### src/rtl/frame_strobe_writer_if.sv
// rtl/frame_strobe_writer_if.sv - bitstream word stream handshake into the frame writer
interface frame_strobe_writer_if #(
  parameter int W = 32
);
  logic [W-1:0] s_data;
  logic         s_valid;
  logic         s_ready;

  modport master (output s_data, output s_valid, input s_ready);
  modport slave  (input s_data, input s_valid, output s_ready);
endinterface

### src/rtl/frame_strobe_writer.sv
// rtl/frame_strobe_writer.sv - assembles one frame of row data and pulses the addressed FrameStrobe bit
module frame_strobe_writer #(
  parameter int FrameBitsPerRow = 32,
  parameter int MaxFramesPerCol = 20,
  parameter int NumColumns      = 4,
  parameter int NumRows         = 4
) (
  input  logic                                   UserCLK,
  input  logic                                   reset,
  frame_strobe_writer_if.slave                   s,
  output logic [NumRows*FrameBitsPerRow-1:0]     FrameData,
  output logic [NumColumns*MaxFramesPerCol-1:0]  FrameStrobe,
  output logic                                   ConfigBusy,
  output logic [15:0]                            FrameCount,
  output logic                                   HeaderErr
);

  localparam logic [31:0] SYNC_WORD   = 32'hFAB0_FAB1;
  localparam logic [31:0] DESYNC_WORD = 32'hFAB0_FAB0;
  localparam int          RW          = (NumRows > 1) ? $clog2(NumRows) : 1;
  localparam logic [RW-1:0] LAST_ROW  = RW'(NumRows - 1);

  typedef enum logic [2:0] {IDLE, HEADER, DATA, SKIP, STROBE} state_t;

  state_t        state_q, state_d;
  logic [7:0]    col_q;
  logic [4:0]    frm_q;
  logic [RW-1:0] row_q;
  logic          accept;
  logic          take_hdr;
  logic          hdr_bad;
  logic          herr_clr;
  logic          row_wr;
  logic          row_adv;
  logic          hdr_ok;
  logic [7:0]    hdr_col;
  logic [4:0]    hdr_frm;
  int            strobe_idx;
  logic [NumColumns*MaxFramesPerCol-1:0] strobe_d;

  assign s.s_ready  = (state_q != STROBE);
  assign accept     = s.s_valid && (state_q != STROBE);
  assign ConfigBusy = (state_q != IDLE);
  assign hdr_col    = s.s_data[23:16];
  assign hdr_frm    = s.s_data[4:0];
  assign hdr_ok     = (int'(hdr_col) < NumColumns) && (int'(hdr_frm) < MaxFramesPerCol);
  assign strobe_idx = int'(col_q) * MaxFramesPerCol + int'(frm_q);

  always_comb begin
    state_d  = state_q;
    take_hdr = 1'b0;
    hdr_bad  = 1'b0;
    herr_clr = 1'b0;
    row_wr   = 1'b0;
    row_adv  = 1'b0;
    case (state_q)
      IDLE: begin
        if (accept && s.s_data == SYNC_WORD) begin
          state_d  = HEADER;
          herr_clr = 1'b1;
        end
      end
      HEADER: begin
        if (accept) begin
          if (s.s_data == DESYNC_WORD) begin
            state_d = IDLE;
          end else if (s.s_data[31:28] == 4'hA) begin
            if (hdr_ok) begin
              take_hdr = 1'b1;
              state_d  = DATA;
            end else begin
              hdr_bad = 1'b1;
              state_d = SKIP;
            end
          end else begin
            hdr_bad = 1'b1;
          end
        end
      end
      DATA: begin
        if (accept) begin
          row_wr  = 1'b1;
          row_adv = 1'b1;
          if (row_q == LAST_ROW) state_d = STROBE;
        end
      end
      SKIP: begin
        if (accept) begin
          row_adv = 1'b1;
          if (row_q == LAST_ROW) state_d = HEADER;
        end
      end
      STROBE:  state_d = HEADER;
      default: state_d = IDLE;
    endcase
  end

  // The strobe is registered from the next state so it is high exactly while in STROBE.
  always_comb begin
    strobe_d = '0;
    if (state_d == STROBE) begin
      for (int i = 0; i < NumColumns * MaxFramesPerCol; i++) begin
        strobe_d[i] = (i == strobe_idx);
      end
    end
  end

  always_ff @(posedge UserCLK or posedge reset) begin
    if (reset) begin
      state_q <= IDLE;
    end else begin
      state_q <= state_d;
    end
  end

  always_ff @(posedge UserCLK or posedge reset) begin
    if (reset) begin
      col_q       <= '0;
      frm_q       <= '0;
      row_q       <= '0;
      FrameData   <= '0;
      FrameStrobe <= '0;
      FrameCount  <= '0;
      HeaderErr   <= 1'b0;
    end else begin
      FrameStrobe <= strobe_d;
      if (take_hdr) begin
        col_q <= hdr_col;
        frm_q <= hdr_frm;
      end
      if (state_q == HEADER) begin
        row_q <= '0;
      end else if (row_adv) begin
        row_q <= row_q + 1'b1;
      end
      if (row_wr) begin
        FrameData[int'(row_q)*FrameBitsPerRow +: FrameBitsPerRow] <= s.s_data;
      end
      if (herr_clr) begin
        HeaderErr <= 1'b0;
      end else if (hdr_bad) begin
        HeaderErr <= 1'b1;
      end
      if (state_q == STROBE) begin
        FrameCount <= FrameCount + 16'd1;
      end
    end
  end

endmodule

### src/flat_wrapper.sv
// flat-port wrapper written by rule: the top's interface ports become plain ports
module frame_strobe_writer_flat 
#(
  parameter int FrameBitsPerRow = 32,
  parameter int MaxFramesPerCol = 20,
  parameter int NumColumns      = 4,
  parameter int NumRows         = 4
)
  (UserCLK, reset, FrameData, FrameStrobe, ConfigBusy, FrameCount, HeaderErr, s_s_data, s_s_valid, s_s_ready);
  frame_strobe_writer_if s_i ();
  input  logic UserCLK;
  input  logic reset;
  output logic [NumRows*FrameBitsPerRow-1:0] FrameData;
  output logic [NumColumns*MaxFramesPerCol-1:0] FrameStrobe;
  output logic ConfigBusy;
  output logic [15:0] FrameCount;
  output logic HeaderErr;
  input wire logic [$bits(s_i.s_data)-1:0] s_s_data;
  input wire logic [$bits(s_i.s_valid)-1:0] s_s_valid;
  output wire logic [$bits(s_i.s_ready)-1:0] s_s_ready;
  assign s_i.s_data = s_s_data;
  assign s_i.s_valid = s_s_valid;
  assign s_s_ready = s_i.s_ready;
  frame_strobe_writer #(.FrameBitsPerRow(FrameBitsPerRow), .MaxFramesPerCol(MaxFramesPerCol), .NumColumns(NumColumns), .NumRows(NumRows)) u_core (.UserCLK(UserCLK), .reset(reset), .s(s_i), .FrameData(FrameData), .FrameStrobe(FrameStrobe), .ConfigBusy(ConfigBusy), .FrameCount(FrameCount), .HeaderErr(HeaderErr));
endmodule
### config.mk
export PLATFORM = sky130hd
export DESIGN_NAME = frame_strobe_writer_flat
export DESIGN_NICKNAME = d
export VERILOG_FILES = /design/src/rtl/frame_strobe_writer_if.sv /design/src/rtl/frame_strobe_writer.sv /design/src/flat_wrapper.sv
export SDC_FILE = /design/constraint.sdc
export NUM_CORES = 1
export LEC_CHECK = 0
export CAP_MARGIN = 20
export CORE_ASPECT_RATIO = 0.7
export CORE_MARGIN = 2
export CORE_UTILIZATION = 49
export DETAILED_ROUTE_END_ITERATION = 8
export PLACE_DENSITY = 0.85
export SLEW_MARGIN = 40
export SYNTH_ARGS = -nofsm -noshare
export SYNTH_HDL_FRONTEND = slang
export SYNTH_SLANG_ARGS = --single-unit
### constraint.sdc
create_clock -name UserCLK -period 11.8 [get_ports UserCLK]
set_input_delay 2.36 -clock UserCLK [delete_from_list [all_inputs] [get_ports UserCLK]]
set_output_delay 2.36 -clock UserCLK [all_outputs]
set_load 0.02 [all_outputs]
==> impl_metrics.toml <==
[global_route]
grt_max_degree = 87
overflow = 0
grt_usage_pct = 26.7
grt_pass1_vias = 8138
grt_pass1_wl_um = 46500
antenna_found_initial = 0

[worst_setup_path]
r2r-start = "u_core.col_q[1]$_DFFE_PP0P_"
max_stage_delay_ns = 0.57
path_buf_inv = 2
rrSetupSlack_ns = 8.19
arrival_ns = 2.11
slowest_stage = "clkdlybuf4s50_1"
crit_required_ns = 9.44
crit_path_end_kind = "output pin"
start_kind = "flop"
reg2regPathDepth = 8
reg2reg_to = "u_core.FrameStrobe[65]$_DFF_PP0_"
path_delay_family = "buffers and inverters"
path_cells = "nor3b_2 -> inv_2 -> clkdlybuf4s50_1"
path_class = "reg2out"
crit_path_max_fanout = 8

[synth]
synth_nets = 1063
yosysSeqAreaShare_pct = 59.3
synth_top_area_share_pct = 59.3
synth_edf_count = 0
synth.area.top_cells = "dfrtp_1 (59%), nand2_1 (10%), o21ai_0 (5.5%)"
avgSynthCellArea_um2 = 10.2
synthFlopType = "dfrtp_1"
synthArstFlopShare_pct = 100
yosys_warnings = 0
yosys.area.top_type = "dfrtp_1"
netlist_area_um2 = 10300
synthesis.instances = 1004
ys_types = 62
synth-seq-cells = 243

[cells_and_area]
final_nets = 1299
layout_common_cells = "nand2_1 (275), clkdlybuf4s50_1 (261), dfrtp_1 (243), o21ai_0 (112), nor3_1 (72)"
utilization_pct = 67.4
area_growth_pct = 35.7
drive_gt1_share_pct = 7.00
layout_commonest_cell = "nand2_1"
postLayoutCellArea_um2 = 13900
stdcell_count = 1534
num_antenna_cells = 0

[die]
rows = 44
die_h_um = 125
io_pins = 262
dieArea_um2 = 22100
start_util_pct = 49.7
die_w_um = 177
core_area_um2 = 20600

[route]
firstDrtPassIters = 5
vias = 8535
drc = 0
drt-initial-drc-count = 725
ant_nets = 0
routedWlPerCell_um = 19.2
vias_per_cell = 5.56
drt-total-wl_um = 29500

[clock_network]
htreeDepth = 1
numCtsBuffers = 24
cts_max_path_buffers = 3
tritoncts = "done"
cts_sinks = 243
cts.clk_slew.worst_paths_ns = 0.07
cts_hold_buf = 0
postCtsSetupBuffers = 0
clk_latency_ns = 0.52
cts_resized = 0
cts_root_buffer = "clkbuf_16"

[placed_design]
placedCellCount = 1490
place.gp.congestion = 0.881
post_dp_cell_area_um2 = 13100
io_buffers = 261
pre_cts_ws_ns = 7.21
hpwl_um = 20000

[hold_path]
worstHoldStart = "u_core.FrameData[13]$_DFFE_PP0P_"
hold_path_depth = 2
hold_class = "reg2reg"
min_to = "u_core.FrameData[13]$_DFFE_PP0P_"

[run]
maxCapViolations = 0

[sta]
post-route-period-util_pct = 37.8
worst_slew_pin_slew_ns = 0.761
worst_clock_skew_ns = 0.0146
max_freq_ghz = 0.224
hold_viol_final = 0
hold_slack_ns = 0.477
setup_viol = 0
rsz0062_at_grt = "false"
setup-tns-final_ns = 0
postLayoutSetupSlackWorst_ns = 7.33
slew_headroom_pct = 49.3
final.min_clock_period_ns = 4.47
slew_viol_final = 0

[power_and_ir_drop]
p_total_mw = 1.79
peakVddDrop_v = 0.000113
p_leak_nw = 5.81
powerDensity_nw_per_um2 = 129

[outcome]
status = "finished clean"
[final cells by class]
type / count / area, um^2
flip-flops and latches: 243 / 6080
repair buffers: 274 / 2720
fillers: 1537 / 6730
clock buffers: 39 / 748
clock inverters: 5 / 28.8
inverters: 13 / 56.3
well taps: 276 / 345
multi-input cells: 684 / 3940
[state kept, by name, indices dropped and copies added, names as in the netlist]
register / flops
u_core.frm_q: 5
u_core.FrameCount: 16
u_core.HeaderErr: 1
u_core.state_q: 3
u_core.row_q: 2
u_core.col_q: 8
u_core.FrameData: 128
u_core.FrameStrobe: 80
[synthesized netlist by cell type, types with 2 or more instances]
cell / number
a21oi_1: 3
or3_1: 2
clkbuf_1: 52
a2111oi_0: 6
xnor2_1: 14
a2111oi_2: 3
o2111ai_1: 15
nand4_1: 6
xor2_1: 4
o2bb2ai_1: 2
nor3b_2: 3
a211oi_1: 2
dfrtp_1: 243
o21ai_1: 22
nor2_1: 18
inv_1: 12
nor4bb_1: 3
nor2b_1: 10
o31a_1: 2
and4b_1: 3
o21ai_0: 112
mux2_2: 8
buf_2: 8
nor3b_1: 2
nor4_1: 3
and2_1: 4
nand3_1: 16
a2111oi_4: 7
buf_1: 2
nor3_1: 75
fa_1: 2
and3_1: 5
ha_1: 22
a22o_1: 2
nand2b_1: 6
nand2_1: 279
[routing by layer]
metal / vias up / GRT usage (%) / wire length [um]
met5: - / 0 / 0
met4: 0 / 6.13 / 676
met3: 48 / 7.82 / 2770
met2: 358 / 39.8 / 13000
met1: 4223 / 38.7 / 13000
li1: 3906 / - / -
[worst register-to-register path: stages, from the launching register on]
cell and delay, ns:
dfrtp_1 0.44, ha_1 0.31, ha_1 0.20, inv_1 0.08, fa_1 0.44, xnor2_2 0.41
and4bb_1 0.24, or3b_2 0.72, a2111oi_0 0.60
[cells by family (layout without fill, tap and decap cells)]
logic type,count (synthesis),after routing,share of synthesized area [%]
xor+xnor,19,19,1.70
compound gates,188,188,12.4
mux,9,9,0.976
simple gates,444,444,19.4
flops,243,243,59.3
buf+inv,77,331,3.15
fa+ha+maj,24,24,3.07
[power breakdown]
| group | internal [mW] | switching, mW |
|---|---|---|
| combinational | 0.0544 | 0.137 |
| clock | 0.433 | 0.317 |
| sequential | 0.838 | 0.00863 |
[worst max-delay path by stage]
stage	startpoint	endpoint	slack, ns	cells past startpoint
detailed placement	s_s_data[16]	u_core.state_q[0]$_DFF_PP0_	7.21	5
global placement	s_s_valid	u_core.FrameStrobe[37]$_DFF_PP0_	7.03	5
global route	u_core.state_q[2]$_DFF_PP0_	s_s_ready	7.21	3
CTS	u_core.state_q[2]$_DFF_PP0_	s_s_ready	7.32	3
floorplan	reset	u_core.FrameCount[0]$_DFFE_PP0P_	2.77	1
finish	u_core.state_q[0]$_DFF_PP0_	s_s_ready	7.33	3
Note: power is estimated with default switching activity, not from simulation.
